$ cat config.mk
export PLATFORM = sky130hd
export DESIGN_NAME = dilithium_stream_framer
export DESIGN_NICKNAME = d
export VERILOG_FILES = /design/src/rtl/dilithium_stream_framer.sv
export SDC_FILE = /design/constraint.sdc
export NUM_CORES = 1
export LEC_CHECK = 0
export CAP_MARGIN = 20
export CORE_AREA = 3 3 158 160
export CTS_CLUSTER_DIAMETER = 80
export DETAILED_ROUTE_END_ITERATION = 10
export DIE_AREA = 0 0 161 163
export HOLD_SLACK_MARGIN = 0.15
export PLACE_DENSITY = 0.75
export SLEW_MARGIN = 20
export SYNTH_ARGS = -nofsm -noshare
export SYNTH_HDL_FRONTEND = slang
export SYNTH_SLANG_ARGS = --single-unit
$ cat constraint.sdc
create_clock -name clk -period 3.5 [get_ports clk]
set_input_delay 0.7 -clock clk [delete_from_list [all_inputs] [get_ports clk]]
set_output_delay 0.7 -clock clk [all_outputs]
set_load 0.05 [all_outputs]
$ cat src/rtl/dilithium_stream_framer.sv
//------------------------------------------------------------------------------
// Module   : dilithium_stream_framer
// Brief    : Frames a core word stream into len_i-word frames through a small
//            output FIFO; FRAMER_OVERRUN_CHECK_EN enables overrun drop + err.
// Revision : 1.0 - initial release
//------------------------------------------------------------------------------
`default_nettype none

module dilithium_stream_framer #(
  parameter int DATA_W = 64,
  parameter int DEPTH  = 4,
  parameter int LEN_W  = 12
) (
  input  logic              clk,
  input  logic              rst,
  input  logic              start,
  input  logic [LEN_W-1:0]  len_i,
  input  logic              in_valid,
  output logic              in_ready,
  input  logic [DATA_W-1:0] in_data,
  output logic              out_valid,
  input  logic              out_ready,
  output logic [DATA_W-1:0] out_data,
  output logic              out_last,
  output logic              busy,
  output logic              done,
  output logic              err
);

  localparam int AW = $clog2(DEPTH);

  typedef enum logic [1:0] {
    S_IDLE   = 2'd0,
    S_STREAM = 2'd1,
    S_DRAIN  = 2'd2
  } state_t;

  state_t            state_q, state_d;
  logic              start_q;
  logic [LEN_W-1:0]  len_q, len_d;
  logic [LEN_W-1:0]  cnt_q, cnt_d;
  logic [AW:0]       wptr_q, wptr_d;
  logic [AW:0]       rptr_q, rptr_d;
  logic              done_q, done_d;
  logic [DATA_W:0]   mem [DEPTH];

  logic              start_edge;
  logic              full;
  logic              empty;
  logic              in_acc;
  logic              push;
  logic              pop;
  logic              in_last;
  logic [DATA_W:0]   head;

  always_comb begin
    start_edge = start & ~start_q;
    empty      = (wptr_q == rptr_q);
    full       = (wptr_q[AW] != rptr_q[AW]) && (wptr_q[AW-1:0] == rptr_q[AW-1:0]);
    head       = mem[rptr_q[AW-1:0]];

    // in_ready depends only on state and pointers, never on out_ready
    in_ready = 1'b0;
    if (state_q == S_STREAM) begin
      in_ready = ~full;
    end else begin
`ifdef FRAMER_OVERRUN_CHECK_EN
      in_ready = 1'b1;
`else
      in_ready = 1'b0;
`endif
    end
    in_ready = in_ready & rst;

    in_acc    = in_valid & in_ready;
    push      = in_acc & (state_q == S_STREAM);
    out_valid = ~empty;
    out_data  = empty ? '0 : head[DATA_W-1:0];
    out_last  = ~empty & head[DATA_W];
    pop       = out_valid & out_ready;
    in_last   = ((cnt_q + LEN_W'(1)) == len_q);
    busy      = (state_q != S_IDLE);
    done      = done_q;
  end

  always_comb begin
    state_d = state_q;
    len_d   = len_q;
    cnt_d   = cnt_q;
    wptr_d  = wptr_q;
    rptr_d  = rptr_q;
    done_d  = 1'b0;

    if (push) wptr_d = wptr_q + 1'b1;
    if (pop)  rptr_d = rptr_q + 1'b1;

    unique case (state_q)
      S_IDLE: begin
        if (start_edge) begin
          len_d = len_i;
          cnt_d = '0;
          if (len_i == '0) done_d = 1'b1;
          else             state_d = S_STREAM;
        end
      end
      S_STREAM: begin
        if (push) begin
          cnt_d = cnt_q + LEN_W'(1);
          if (in_last) state_d = S_DRAIN;
        end
      end
      S_DRAIN: begin
        if (pop && out_last) begin
          state_d = S_IDLE;
          done_d  = 1'b1;
        end
      end
      default: state_d = S_IDLE;
    endcase
  end

  // start_q resets high so a start level held across reset release is not an edge
  always_ff @(posedge clk or negedge rst) begin
    if (!rst) begin
      state_q <= S_IDLE;
      start_q <= 1'b1;
      len_q   <= '0;
      cnt_q   <= '0;
      wptr_q  <= '0;
      rptr_q  <= '0;
      done_q  <= 1'b0;
    end else begin
      state_q <= state_d;
      start_q <= start;
      len_q   <= len_d;
      cnt_q   <= cnt_d;
      wptr_q  <= wptr_d;
      rptr_q  <= rptr_d;
      done_q  <= done_d;
    end
  end

  always_ff @(posedge clk) begin
    if (push) mem[wptr_q[AW-1:0]] <= {in_last, in_data};
  end

`ifdef FRAMER_OVERRUN_CHECK_EN
  logic err_q, err_d;

  always_comb begin
    err_d = err_q;
    if ((state_q == S_IDLE) && start_edge) err_d = 1'b0;
    if (in_acc && (state_q != S_STREAM))   err_d = 1'b1;
    err = err_q;
  end

  always_ff @(posedge clk or negedge rst) begin
    if (!rst) err_q <= 1'b0;
    else      err_q <= err_d;
  end
`else
  assign err = 1'b0;
`endif

endmodule

`default_nettype wire

==> results of run 1 <==
-- worst paths after layout --
path | endpoint | slack (ns) | cells past startpoint
setup / recovery | out_data[56] | 0.15 | 5
hold / removal | wptr_q[2] | 0.49 | 1
setup reg to reg | mem[1][41] | 1.02 | 6
hold reg to reg | wptr_q[2] | 0.49 | 1
max in group asynchronous | rptr_q[0] | 2.50 | 2
min in group asynchronous | len_q[10] | 0.63 | 2
-- worst max-delay path: stages (launching register included) --
cell and delay [ns]:
dfrtp_4 0.47, xor2_1 0.17, or3_2 0.82, buf_12 0.29, and2_1 0.16, buf_4 0.19
-- area by class of cell --
type	instances	area share [%]
clock inverter	14	0.857
timing repair buffer	162	10.4
tap	319	2.76
multi-input combinational	304	20.4
inverter	7	0.182
clock buffer	36	5.41
sequential	294	60.0
-- flip-flops by register name (all words and copies together) (netlist names) --
name,count
done,1
start_q,1
len_q,12
cnt_q,12
state_q,2
rptr_q,3
wptr_q,3
mem,260
-- layer usage --
metal	vias to the layer above	global-route usage [%]	wire length, um
li1	2793	-	-
met5	-	0	0
met1	3182	24.1	9910
met4	0	4.22	421
met3	33	2.95	1250
met2	193	30.5	11500
-- synth_stat cells, drive strengths merged, types with 4 or more instances --
cell type and number:
edfxtp 260, and2 72, mux4 65, nand2 49, dfrtp 33, o21ai 21, clkbuf 17, buf 15
xnor2 14, nand3 10, nor2 10, xor2 9, inv 7, ha 6, nand4 6, or3 6
o31ai 4
-- logic make-up (layout without fill, tap and decap cells) --
kind of cell / after synthesis / in the layout / share of synthesized area (%)
DFF: 294 / 294 / 73.6
and+or+nand+nor: 172 / 172 / 8.11
muxes: 66 / 66 / 12.5
buffers and inverters: 39 / 219 / 1.46
AOI/OAI and AO/OA: 36 / 36 / 1.93
xor gates and xnor gates: 23 / 23 / 1.71
adders and majority gates: 6 / 6 / 0.638
other: 1 / 1 / 0.0319
-- report_power, final --
part	internal (uW)	leakage [uW]	switching, uW
combinational	2390	0.00175	4350
sequential	4330	0.00279	197
clock	1720	0.000432	1210
-- cells in the final DEF (no fill, tap or decap), types with 5 or more instances in the layout --
cell and instances:
edfxtp_1 260, nand2_1 49, and2_1 68, xnor2_1 14, dfrtp_1 31, xor2_1 9, o21ai_0 19, buf_12 7
clkinv_1 5, nor2_1 10, nand4_1 5, buf_4 73, clkdlybuf4s50_1 82, ha_1 6, inv_1 7, nand3_1 9
mux4_2 65, clkbuf_16 29
-- per-stage QoR --
stage / utilization [%] / area (sq um)
finish: 61.4 / 14500
global route: 61.4 / 14500
floorplan: - / 11800
CTS: 61.4 / 14500
global placement: 57.6 / 13600
detailed placement: 57.6 / 13600
==> impl_metrics.env, run 1 <==
export IMPL_antenna_cells=0
export IMPL_insertion_delay_ns=0.53
export IMPL_syn2layout_area_growth_pct=22.8
export IMPL_ctsResizeCount=0
export IMPL_crit_arrival_ns=2.65
export IMPL_fin_cells=1136
export IMPL_wl_per_cell_um=20.3
export IMPL_powerDensity_nw_per_um2=982
export IMPL_fp_coreArea_sq_um=23500
export IMPL_worstHoldPathType="flop to flop"
export IMPL_critPathKind="flop to output port"
export IMPL_cp_max_fo=35
export IMPL_relSlewSlack_pct=32.6
export IMPL_drt_first_iter_violations=457
export IMPL_die_area_sq_um=26200
export IMPL_hold_viol=0
export IMPL_cts_hold_buffers=0
export IMPL_netlist_area_sq_um=11800
export IMPL_power_leakage_uw=0.00497
export IMPL_clk_transition_reported_paths_ns=0.06
export IMPL_final_max_slew_viol_count=0
export IMPL_die_y_um=163
export IMPL_total_power_uw=14200
export IMPL_place_gp_congestion=0.810
export IMPL_syn_nets=724
export IMPL_synth_distinct_cells=49
export IMPL_skew_ns=0.00801
export IMPL_cts_made_buffers=29
export IMPL_status="complete, no violations"
export IMPL_firstDrtPassIters=5
export IMPL_peakVddDrop_v=0.000874
export IMPL_timing_final_crit_share_pct=95.7
export IMPL_globalRouteOverflowTotal=0
export IMPL_ys_flop_type="edfxtp_1"
export IMPL_cts_tree="built"
export IMPL_cts_max_level=1
export IMPL_multiInputGateArea_sq_um=2950
export IMPL_synth_edf_count=260
export IMPL_final_setup_tns_ns=0
export IMPL_synth_area_leader_cell="edfxtp_1"
export IMPL_worst_slew_pin_slew_ns=1.01
export IMPL_max_freq_ghz=0.298
export IMPL_vias=6201
export IMPL_grt_max_degree=68
export IMPL_cp_start_kind="flop"
export IMPL_pre_cts_ws_ns=0.501
export IMPL_drv_cap=0
export IMPL_die_w_um=161
export IMPL_rsz0062_at_grt="no"
export IMPL_r2r_start="state_q[1]"
export IMPL_cts_root_buf="clkbuf_16"
export IMPL_yosysWarningCount=0
export IMPL_dp_hpwl_um=14500
export IMPL_num_rows=56
export IMPL_finalWirelength_um=23100
export IMPL_worst_slack_ns=0.150
export IMPL_initial_core_util_pct=50.0
export IMPL_drive_above_1_share_pct=25.2
export IMPL_postCtsSetupRepairBufs=0
export IMPL_nFillCells=1686
export IMPL_synth_top_area_share_pct=66.3
export IMPL_netlist_top_cells_area="edfxtp_1 66%, mux4_2 12%, dfrtp_1 7.0%"
export IMPL_antenna_found_initial=0
export IMPL_ios=151
export IMPL_place_inst=1086
export IMPL_antenna_left=0
export IMPL_ys_ff_latch=294
export IMPL_max_clock_path_buffers=3
export IMPL_finish_net_count=885
export IMPL_vias_per_cell=5.46
export IMPL_synth_async_reset_ratio_pct=11.6
export IMPL_grt_usage_pct=17.7
export IMPL_setup_viol=0
export IMPL_end_kind="output port"
export IMPL_drc=0
export IMPL_grt_pass1_vias=6733
export IMPL_fin_worst_hold_slack_ns=0.491
export IMPL_port_buffers=149
export IMPL_clock_sinks=294
export IMPL_hold_start="wptr_q[2]"
export IMPL_ys_seq_area_share_pct=73.6
export IMPL_min_period_ns=3.35
export IMPL_cp_startpoint="rptr_q[1]"
export IMPL_avgSynthCellArea_sq_um=18.5
export IMPL_syn_inst=637
export IMPL_crit_required_ns=2.80
export IMPL_regArea_sq_um=8670
export IMPL_grt_pass1_wl_um=36600
(Power assumes the default switching activity.)
==> inputs of run 2 (changes only) <==
- SKIP_CTS_REPAIR_TIMING: not set -> 1
==> results of run 2 <==
Same layout as run 1: the final DEF is identical, and so are final timing and power.
